==> config.mk <==
export PLATFORM = sky130hd
export DESIGN_NAME = sync_fifo_ctrl
export DESIGN_NICKNAME = d
export VERILOG_FILES = /design/src/rtl/sync_fifo_ctrl_pkg.sv /design/src/rtl/fifo_mem_array.sv /design/src/rtl/sync_fifo_ctrl.sv
export SDC_FILE = /design/constraint.sdc
export NUM_CORES = 1
export LEC_CHECK = 0
export CAP_MARGIN = 20
export CELL_PAD_IN_SITES_DETAIL_PLACEMENT = 1
export CELL_PAD_IN_SITES_GLOBAL_PLACEMENT = 2
export CORE_MARGIN = 3
export CORE_UTILIZATION = 45
export DETAILED_ROUTE_END_ITERATION = 10
export PLACE_DENSITY = 0.81
export SLEW_MARGIN = 15
export SYNTH_ARGS = -nofsm -noshare
export SYNTH_HDL_FRONTEND = slang
export SYNTH_SLANG_ARGS = --single-unit
==> constraint.sdc <==
create_clock -name clock -period 5.2 [get_ports clock]
set_clock_uncertainty 0.1 [all_clocks]
set_input_delay 0.78 -clock clock [delete_from_list [all_inputs] [get_ports clock]]
set_output_delay 0.78 -clock clock [all_outputs]
set_load 0.02 [all_outputs]
==> src/rtl/sync_fifo_ctrl_pkg.sv <==
// Shared constants and helpers for the synchronous FIFO controller.
// Imported by the controller and its memory array.
package sync_fifo_ctrl_pkg;

    localparam int DEF_DATA_WIDTH = 8;
    localparam int DEF_ADDR_WIDTH = 3;

    // Bit positions of the flags on the monitor status bus
    localparam int STAT_FULL   = 0;
    localparam int STAT_EMPTY  = 1;
    localparam int STAT_AFULL  = 2;
    localparam int STAT_AEMPTY = 3;
    localparam int STAT_OVF    = 4;
    localparam int STAT_UDF    = 5;
    localparam int STAT_W      = 6;

    function automatic int depth_of(input int aw);
        return 1 << aw;
    endfunction

endpackage

==> src/rtl/fifo_mem_array.sv <==
// DEPTH x DATA_WIDTH dual-port storage with a synchronous write port.
// The read port is registered; only that output register is reset.
module fifo_mem_array
    import sync_fifo_ctrl_pkg::*;
#(
    parameter int DATA_WIDTH = DEF_DATA_WIDTH,
    parameter int ADDR_WIDTH = DEF_ADDR_WIDTH
) (
    input  logic                  clock,
    input  logic                  reset,
    input  logic                  wr_en,
    input  logic [ADDR_WIDTH-1:0] wr_addr,
    input  logic [DATA_WIDTH-1:0] wr_data,
    input  logic                  rd_en,
    input  logic [ADDR_WIDTH-1:0] rd_addr,
    output logic [DATA_WIDTH-1:0] rd_data
);

    localparam int DEPTH = depth_of(ADDR_WIDTH);

    logic [DATA_WIDTH-1:0] mem [DEPTH];

    always_ff @(posedge clock) begin
        if (wr_en) begin
            mem[wr_addr] <= wr_data;
        end
    end

    // Same-address read and write returns the old word
    always_ff @(posedge clock) begin
        if (reset) begin
            rd_data <= '0;
        end else if (rd_en) begin
            rd_data <= mem[rd_addr];
        end
    end

endmodule

==> src/rtl/sync_fifo_ctrl.sv <==
// Parametrised synchronous FIFO: pointers, occupancy, status flags
// and sticky error flags around fifo_mem_array.
module sync_fifo_ctrl
    import sync_fifo_ctrl_pkg::*;
#(
    parameter int DATA_WIDTH         = DEF_DATA_WIDTH,
    parameter int ADDR_WIDTH         = DEF_ADDR_WIDTH,
    parameter int ALMOST_FULL_LEVEL  = 6,
    parameter int ALMOST_EMPTY_LEVEL = 2
) (
    input  logic                  clock,
    input  logic                  reset,
    input  logic                  write_Enable,
    input  logic [DATA_WIDTH-1:0] buffer_Input,
    input  logic                  read_Enable,
    output logic [DATA_WIDTH-1:0] buffer_Output,
    output logic                  read_Valid,
    output logic                  sig_Full,
    output logic                  sig_Empty,
    output logic                  sig_Almost_Full,
    output logic                  sig_Almost_Empty,
    output logic [ADDR_WIDTH:0]   fill_Count,
    output logic                  overflow,
    output logic                  underflow,
    input  logic                  clear_Errors
);

    localparam int CW = ADDR_WIDTH + 1;
    localparam logic [CW-1:0] DEPTH_C = CW'(depth_of(ADDR_WIDTH));
    localparam logic [CW-1:0] AF_C    = CW'(ALMOST_FULL_LEVEL);
    localparam logic [CW-1:0] AE_C    = CW'(ALMOST_EMPTY_LEVEL);

    logic [ADDR_WIDTH-1:0] wr_ptr;
    logic [ADDR_WIDTH-1:0] rd_ptr;
    logic [CW-1:0]         count_next;
    logic                  wr_acc;
    logic                  rd_acc;
    logic                  wr_rej;
    logic                  rd_rej;
    logic                  mem_wr;
    logic                  mem_rd;

    // Acceptance uses flags registered before the edge, so a read
    // never frees a slot for the same cycle's write
    always_comb begin
        wr_acc = write_Enable & ~sig_Full;
        rd_acc = read_Enable & ~sig_Empty;
        wr_rej = write_Enable & sig_Full;
        rd_rej = read_Enable & sig_Empty;
        mem_wr = wr_acc & ~reset;
        mem_rd = rd_acc & ~reset;
    end

    always_comb begin
        count_next = fill_Count;
        unique case (1'b1)
            (wr_acc & ~rd_acc): count_next = fill_Count + 1'b1;
            (rd_acc & ~wr_acc): count_next = fill_Count - 1'b1;
            default:            count_next = fill_Count;
        endcase
    end

    always_ff @(posedge clock) begin
        if (reset) begin
            wr_ptr           <= '0;
            rd_ptr           <= '0;
            fill_Count       <= '0;
            sig_Full         <= 1'b0;
            sig_Empty        <= 1'b1;
            sig_Almost_Full  <= 1'b0;
            sig_Almost_Empty <= 1'b1;
            read_Valid       <= 1'b0;
            overflow         <= 1'b0;
            underflow        <= 1'b0;
        end else begin
            if (wr_acc) begin
                wr_ptr <= wr_ptr + 1'b1;
            end
            if (rd_acc) begin
                rd_ptr <= rd_ptr + 1'b1;
            end
            fill_Count       <= count_next;
            sig_Full         <= (count_next == DEPTH_C);
            sig_Empty        <= (count_next == '0);
            sig_Almost_Full  <= (count_next >= AF_C);
            sig_Almost_Empty <= (count_next <= AE_C);
            read_Valid       <= rd_acc;
            overflow         <= wr_rej | (overflow & ~clear_Errors);
            underflow        <= rd_rej | (underflow & ~clear_Errors);
        end
    end

    fifo_mem_array #(
        .DATA_WIDTH(DATA_WIDTH),
        .ADDR_WIDTH(ADDR_WIDTH)
    ) u_mem (
        .clock  (clock),
        .reset  (reset),
        .wr_en  (mem_wr),
        .wr_addr(wr_ptr),
        .wr_data(buffer_Input),
        .rd_en  (mem_rd),
        .rd_addr(rd_ptr),
        .rd_data(buffer_Output)
    );

endmodule

==> Word-level counts from Yosys, hierarchy flattened <==
Memory sizes are Yosys's and may differ from the RTL's. A register that Yosys moved wholly into a read port is not among the register bits.
Cells that the tools add are included.
{ "op_classes": {"eq_ne": 1, "n_bitwise": 18, "reduce_logical": 1, "mux": 3, "mul": 0, "div": 0, "addsub": 4, "magnitude_cmp": 2, "shift": 0} }
{ "op_table": {"columns": ["cell", "n"], "rows": [
  ["$and 1x1->1", 10],
  ["$pmux 4 s2", 1],
  ["$add 3x1->3 const B", 2],
  ["$not 1->1", 6],
  ["$add 4x1->4 const B", 1],
  ["$eq 4x4->1 const B", 1],
  ["$ge 4x3->1 const B", 1],
  ["$le 4x2->1 const B", 1],
  ["$logic_not 4->1", 1],
  ["$sub 4x1->4 const B", 1],
  ["$mux 1", 2],
  ["$or 1x1->1", 2]
]} }
{ "totals": {"out_inout_bits": 19, "in_bits": 13, "mem_bits_rw": 64, "wordCells": 40, "register_bits": 17, "latch_bits": 0, "romBits": 0, "n_memories": 1} }
{ "mem_list": {"columns": ["memory", "words", "word_bits", "read_ports", "rd_clocked_by_memory_dff", "write_ports", "line_no", "source"], "rows": [
  ["u_mem.mem", 8, 8, 1, 1, 1, "fifo_mem_array.sv:21", "logic [DATA_WIDTH-1:0] mem [DEPTH];"]
]} }

==> Longest topological paths before layout <==
Gate-level depths: netlist of the first run.
{ "depth": {"depth_word": 6, "ltp_mapped": 10, "mapped_depth_nobuf": 10} }

==> Cells and area by module <==
Synthesis of the first run repeated with hierarchy kept, for this count alone.
{ "unflattened": {"hier_cells": 252, "area_unflattened_um2": 3671.0} }
{ "modules_own_cells": {"columns": ["module", "area_each_um2", "cells_each", "instances", "seq_area_each_um2"], "rows": [
  ["fifo_mem_array", 2812.7, 162, 1, 2082.0],
  ["sync_fifo_ctrl", 858.3, 90, 1, 340.3]
]} }

==> Worst setup path before layout of the first run <==
No wires, ideal clock.
{ "synth_path": {"kind": "input -> register", "start": "input port read_Enable", "end": "register sig_Full", "setup_slack_ps": 2416, "required_time_ps": 5027, "setup_ps": 73, "cell_stages": 10, "n_path_buf": 1, "arrival_ps": 2612, "path_cell_list": "nor2b_1 > clkbuf_1 > ha_1 > xor2_1 > ha_1 > a21oi_2 > mux2i_1 > xor2_1 > o21a_1 > nor3b_2"} }
{ "synth_between": {"elab_chain_cells": 5, "elab_cells_between_ends": 6, "classes_between": "eq/ne: 1; mux: 1; bitwise: 4"} }
{ "synth_lines": {"columns": ["item", "line_no", "source"], "rows": [
  ["from (decl)", "sync_fifo_ctrl.sv:15", "input logic read_Enable,"],
  ["$and 1x1->1 *", "sync_fifo_ctrl.sv:47", "rd_acc = read_Enable & ~sig_Empty;"],
  ["net rd_acc", "sync_fifo_ctrl.sv:37", "logic rd_acc;"],
  ["$not 1->1", "sync_fifo_ctrl.sv:57", "(wr_acc & ~rd_acc): count_next = fill_Count + 1'b1;"],
  ["$and 1x1->1", "sync_fifo_ctrl.sv:57", null],
  ["$pmux 4 s2 *", "sync_fifo_ctrl.sv:56", "unique case (1'b1)"],
  ["$eq 4x4->1 *", "sync_fifo_ctrl.sv:83", "sig_Full <= (count_next == DEPTH_C);"],
  ["to (signal assigned)", "sync_fifo_ctrl.sv:83", null],
  ["to (decl)", "sync_fifo_ctrl.sv:18", "output logic sig_Full,"]
]} }
Mark *: on every way through the listed nets, which the timed path passes. The rest lies on a longest branch.
A chain may end at the register's enable or synchronous reset.

==> Worst setup path after layout of the first run <==
{ "layout_path": {"start": "input port read_Enable", "end": "register sig_Full"} }
{ "layout_between": {"elab_chain_cells": 5, "elab_cells_between_ends": 6, "classes_between": "eq/ne: 1; mux: 1; bitwise: 4"} }
{ "layout_lines": {"columns": ["item", "line_no"], "rows": [
  ["$and 1x1->1 *", "sync_fifo_ctrl.sv:47"],
  ["$not 1->1", "sync_fifo_ctrl.sv:57"],
  ["$and 1x1->1", "sync_fifo_ctrl.sv:57"],
  ["$pmux 4 s2 *", "sync_fifo_ctrl.sv:56"],
  ["$eq 4x4->1 *", "sync_fifo_ctrl.sv:83"]
]} }
Every way passes the cells marked *; elsewhere a longest branch is shown, timed or not.

==> run metrics, run 1 <==
Syn Std Cell Area 3550 um^2; internal power 0.00130 W; Mapped Cells 216; post-place setup slack 1.61 ns; crit path DAT 3.39 ns; P_sw approximately 0.00050 W; Die Footprint 9000 um^2; kind of critical path primary input to flop; Sw Share 27.9%; clk buf depth 2; Die Height 94.9 um; crit-path max FO 9; first-pass GRT wire length 10,500 um; most frequent cells in the layout 64 x edfxtp_1, 31 x clkdlybuf4s50_1, 28 x nor2_1; Buffers on Ports 31; antenna viol nets, final 0; Tot GR Track Use 16.3%; Clock Latency Late Sink roughly 0.35 ns; setup ws final 2.00 ns; Worst-Margin Slew slightly above 1 ns; TritonCTS clock tree yes; Finish-stage setup viols 0; reg2reg path depth 9; via count 1,846; syn_nets 234; clock-pin slew on the worst setup and hold paths 0.09 ns; Combinational Power Share 22.7%; clock power share ~29%; Synth area leader edfxtp_1; outcome complete, no violations; TritonRoute pass-1 iters 4; fin crit share 61.5%; unrepaired setup endpoints after global routing no; nets 268; PD cells 433 nW/um^2; Mapped Avg Cell Area 16.5 um^2; Yosys cell types 39; reg2reg setup slack between 2 and 3 ns; vias in the first global route 1,945; CP startpoint read_Enable; row count 31; final WL 6650 um; maximum VDD drop 0.000218 V; reg2reg end sig_Full$_SDFF_PP0_; CTS root buf clkbuf_8; CP startpoint kind primary input; crit path time final around 3.2 ns; GRT Residual Overflow 0; layout cells sized above 1 13.3%; setup bufs post-CTS 0; GPL Wtd Cong ~0.75; leakage power around 1.4 nW; P&R area growth vs syn 17.1%; max-slew violation count 0; Slew HR between 30 and 40%; vias per cell between 5 and 6; Area contributors post-synth edfxtp_1 54%, dfxtp_1 14%, mux4_2 5.7%; cell depth of the worst hold path 2; mean routed wirelength per cell approximately 19 um; initial antenna violation count 0; FF+latch count, synth 89; number of synthesis warnings 0; sequential share of the synthesized area 68.2%; cts repair resizes 0; leading cell type in the layout, fill and taps excluded edfxtp_1; Sink Count 89; max-cap violations 0; Reg power frac 48.2%; Max Fclk 313 MHz; Yosys top cell area share a little over half; Hold Crit Start u_mem.rd_data[0]$_SDFFE_PP0P_; core area about 7400 um^2; Endpoint, Worst Hold u_mem.rd_data[0]$_SDFFE_PP0P_; CP endpoint kind flop; final hold violation count 0; Worst EP required 5.39 ns; CTS Hold Bufs 0; total CTS buffers 9; largest net degree at the start of global routing 28; 1st-iter DRT viols 150; Chip Width 94.9 um; io pins 32; Initial Util 47.7%; FF-to-FF Start sig_Empty$_SDFF_PP1_; Max H-tree Level 3; DP Wirelength 4400 um; Residual DRC 0; number of antenna diodes 0; Setup TNS 0 ns; Worst Hold Class flop to flop
## cell families (layout without fill, tap and decap cells)
group           after synthesis  count (layout)  share of synthesized area (%)
compound gates               19              19                           3.98
xor+xnor                      8               8                           2.18
fa+ha+maj                     5               5                           1.76
buf+inv                      16              55                           2.99
flops                        89              89                           68.2
mux                          27              27                           14.0
simple gates                 52              52                           6.94
## power by group through the flow
stage	registers [W]	logic [W]	clock network, W
after global routing	0.000878	0.000455	0.000566
after global placement	0.000885	0.000412	0
after floorplan	0.000908	0.000267	0
final	0.000869	0.000410	0.000525
after CTS	0.000871	0.000418	0.000541
after detailed placement	0.000887	0.000418	0
## synthesized netlist by cell type (all sizes together)
library cell and number:
nor3 3, ha 5, nor3b 3, inv 3
dfxtp 25, xnor2 2, o21a 1, nand4b 1
nor2b 3, mux2i 11, nand3 1, and2b 1
a21o 1, a22oi 3, a21oi 3, or2 1
o21ai 2, or3 1, xor2 6, buf 10
clkbuf 3, nand3b 1, nor2 28, a41o 1
mux4 16, a211oi 8, nand2b 2, edfxtp 64
nand2 7
## stage by stage
stage / std cells / hold WS, ns / utilization (%) / cell area [um^2] / power (W)
after detailed placement: 338 / 0.384 / 52.8 / 3930 / 0.00130
after global routing: 354 / 0.433 / 55.9 / 4160 / 0.00190
after floorplan: 216 / 0.398 / - / 3550 / 0.00118
final: 354 / 0.404 / 55.9 / 4160 / 0.00180
after CTS: 354 / 0.408 / 55.9 / 4160 / 0.00183
after global placement: 338 / 0.374 / 52.8 / 3930 / 0.00130
## layout make-up
cell class | instances | area [um^2]
Sequential cell | 89 | 2420
Clock inverter | 4 | 55.1
Inverter | 3 | 11.3
Clock buffer | 12 | 176
Tap cell | 99 | 124
Fill cell | 699 | 3290
Multi-Input combinational cell | 111 | 1020
Timing Repair Buffer | 36 | 348
## registers in the layout, summed over array words and instances, names as in the netlist
signal / cells
read_Valid: 1
sig_Almost_Full: 1
sig_Almost_Empty: 1
u_mem.mem: 64
wr_ptr: 3
u_mem.rd_data: 8
rd_ptr: 3
overflow: 1
underflow: 1
sig_Full: 1
fill_Count: 4
sig_Empty: 1
## worst max-delay path, cell delays in order
cell and delay [ns]:
clkdlybuf4s50_1 0.47, nor2b_1 0.55, ha_1 0.34, xor2_1 0.09, ha_1 0.21, a21oi_2 0.12
mux2i_1 0.23, xor2_1 0.27, o21a_1 0.18, nor3b_2 0.14
## how the worst max path moves through the flow
stage / endpoint / slack, ns / cells past startpoint
floorplan: sig_Full$_SDFF_PP0_ / 2.42 / 10
finish: sig_Full$_SDFF_PP0_ / 2.00 / 10
detailed placement: sig_Full$_SDFF_PP0_ / 1.61 / 10
CTS: sig_Full$_SDFF_PP0_ / 1.99 / 10
global placement: sig_Full$_SDFF_PP0_ / 1.71 / 10
global route: sig_Full$_SDFF_PP0_ / 1.77 / 10
## per-layer routing
metal / up-vias / track usage [%] / wire (um)
met1: 917 / 21.3 / 3030
met5: - / 0 / 0
met3: 8 / 2.87 / 215
li1: 888 / - / -
met2: 33 / 26.4 / 3290
met4: 0 / 7.93 / 116
(Power assumes the default switching activity.)
==> inputs of run 2 (changes only) <==
--- a/config.mk
+++ b/config.mk
@@ -9,9 +9,9 @@
 export CELL_PAD_IN_SITES_DETAIL_PLACEMENT = 1
 export CELL_PAD_IN_SITES_GLOBAL_PLACEMENT = 2
 export CORE_MARGIN = 3
-export CORE_UTILIZATION = 45
+export CORE_UTILIZATION = 42
 export DETAILED_ROUTE_END_ITERATION = 10
-export PLACE_DENSITY = 0.81
+export PLACE_DENSITY = 0.77
 export SLEW_MARGIN = 15
 export SYNTH_ARGS = -nofsm -noshare
 export SYNTH_HDL_FRONTEND = slang
==> constraint.sdc (replaced) <==
create_clock -name clock -period 3.1 [get_ports clock]
set_clock_uncertainty 0.1 [all_clocks]
set_input_delay 0.465 -clock clock [delete_from_list [all_inputs] [get_ports clock]]
set_output_delay 0.465 -clock clock [all_outputs]
set_load 0.02 [all_outputs]
==> run 2 against run 1 <==
Effect of this change:
- utilization shrank 3.5 points
- global-route usage shrank 1.3 points
- sequential cell count is the same
- via count grew 3.1%
- critical path depth grew 1
- count of clock-buffer cells in the layout shrank 3
- die area grew 6.7%
- critical path type unchanged
- critical endpoint unchanged
- largest cell class unchanged
- largest power group unchanged
==> run metrics, run 2 (synthesis gave the netlist of run 1 again) <==
total CTS buffers 9; Residual DRC 0; mean routed wirelength per cell 18.4 um; Chip Width between 90 and 100 um; CTS Hold Bufs 0; Largest register FFs 64; CP endpoint kind flop; leakage power between 1 and 1.5 nW; Buffers on Ports 31; PD cells 689 nW/um^2; initial antenna violation count 0; setup ws final 0.464 ns; leading cell type in the layout, fill and taps excluded edfxtp_1; Clock Latency Late Sink between 0.3 and 0.4 ns; Buf/Inv on CP 2; fin crit share 85.0%; Worst-Margin Slew 0.792 ns; Slowest-stage cell, CP clkdlybuf4s50_1; final hold violation count 0; 1st-iter DRT viols 138; Finish-stage setup viols 0; Worst Hold Class flop to flop; CTS root buf clkbuf_8; Slew HR 47.1%; vias per cell 5.21; TritonRoute pass-1 iters 4; final WL 6720 um; Max H-tree Level 3; max-slew violation count 0; Setup TNS 0 ns; Largest regs u_mem.mem x64, u_mem.rd_data x8, fill_Count x4; crit path DAT between 2 and 3 ns; cell breakdown of the critical path clkdlybuf4s50_1, and2b_1, inv_1, ha_1, xor2_1, ha_1, a21oi_2, mux2i_1, xor2_1, o21a_1, nor3b_2; Worst EP required between 3 and 4 ns; Max Fclk about 380 MHz; first-pass GRT wire length 10,900 um; GPL Wtd Cong 0.698; antenna viol nets, final 0; Most flops, register u_mem.mem; Die Footprint roughly 9600 um^2; cts repair resizes 0; number of antenna diodes 0; CP startpoint kind primary input; delay-heaviest family, CP buffers and inverters; via count approximately 1,900; TritonCTS clock tree yes; nets approximately 280; vias in the first global route between 1,500 and 2,000; Die Height 98.0 um; DP Wirelength ~4500 um; clock-pin slew on the worst setup and hold paths ~0.090 ns; outcome complete, no violations; GRT Residual Overflow 0; crit-path max FO 4; post-place setup slack around 0.11 ns; largest net degree at the start of global routing 27; crit path time final 2.64 ns; core area ~8000 um^2; clk buf depth 2; Initial Util 44.6%; max-cap violations 0; kind of critical path primary input to flop; maximum VDD drop 0.000295 V; unrepaired setup endpoints after global routing no; io pins 32; setup bufs post-CTS 0; Sink Count 89; Tot GR Track Use 15.0%; CP peak stage delay 0.48 ns; layout cells sized above 1 16.0%; row count 32; Hold Slack 0.404 ns; P&R area growth vs syn 17.4%; most frequent cells in the layout 64 x edfxtp_1, 31 x clkdlybuf4s50_1, 28 x nor2_1
[run 2: stage by stage]
stage | cells | util [%] | cell area (um^2) | power (W)
after detailed placement | 349 | 50.1 | 3990 | 0.00220
final | 365 | 52.4 | 4170 | 0.00287
after global placement | 349 | 50.1 | 3990 | 0.00219
after floorplan | 216 | - | 3550 | 0.00197
after CTS | 365 | 52.4 | 4170 | 0.00292
after global routing | 365 | 52.4 | 4170 | 0.00304
[run 2: final timing paths]
check | start | endpoint | slack (ns) | depth (start not counted)
setup / recovery | write_Enable | sig_Full$_SDFF_PP0_ | 0.46 | 11
hold / removal | u_mem.rd_data[5]$_SDFFE_PP0P_ | u_mem.rd_data[5]$_SDFFE_PP0P_ | 0.40 | 2
setup reg to reg | sig_Full$_SDFF_PP0_ | sig_Full$_SDFF_PP0_ | 0.67 | 10
hold reg to reg | u_mem.rd_data[5]$_SDFFE_PP0P_ | u_mem.rd_data[5]$_SDFFE_PP0P_ | 0.40 | 2
[run 2: power breakdown]
group	internal [W]	total, W	switching (W)
logic	0.000353	0.000706	0.000353
registers	0.00137	0.00145	0.0000861
clock network	0.000298	0.000714	0.000416
[run 2: per-layer routing]
metal	wire length [um]	track usage [%]	share of wire, %	up-vias
li1	-	-	-	905
met1	2870	18.1	43	965
met2	3630	26.6	54	28
met3	164	3.00	2.4	5
met4	61	5.11	0.91	0
met5	0	0	0	-
[run 2: worst min-delay path, stage by stage, from the launching register on]
cell and delay (ns):
dfxtp_1 0.32, nor2_1 0.10, a211oi_1 0.05
[run 2: layout make-up]
class                   count  area (um^2)
flip-flops and latches     89         2420
fillers                   773         3800
well taps                 102          128
inverters                   3         11.3
clock buffers               9          124
multi-input cells         111         1020
repair buffers             44          408
clock inverters             7         53.8
==> inputs of run 3 (changes only) <==
--- a/config.mk
+++ b/config.mk
@@ -10,6 +10,7 @@
 export CELL_PAD_IN_SITES_GLOBAL_PLACEMENT = 2
 export CORE_MARGIN = 3
 export CORE_UTILIZATION = 42
+export CTS_CLUSTER_DIAMETER = 100
 export DETAILED_ROUTE_END_ITERATION = 10
 export PLACE_DENSITY = 0.77
 export SLEW_MARGIN = 15
==> results of run 3 <==
Same layout as run 2: the final DEF is identical, and so are final timing and power.
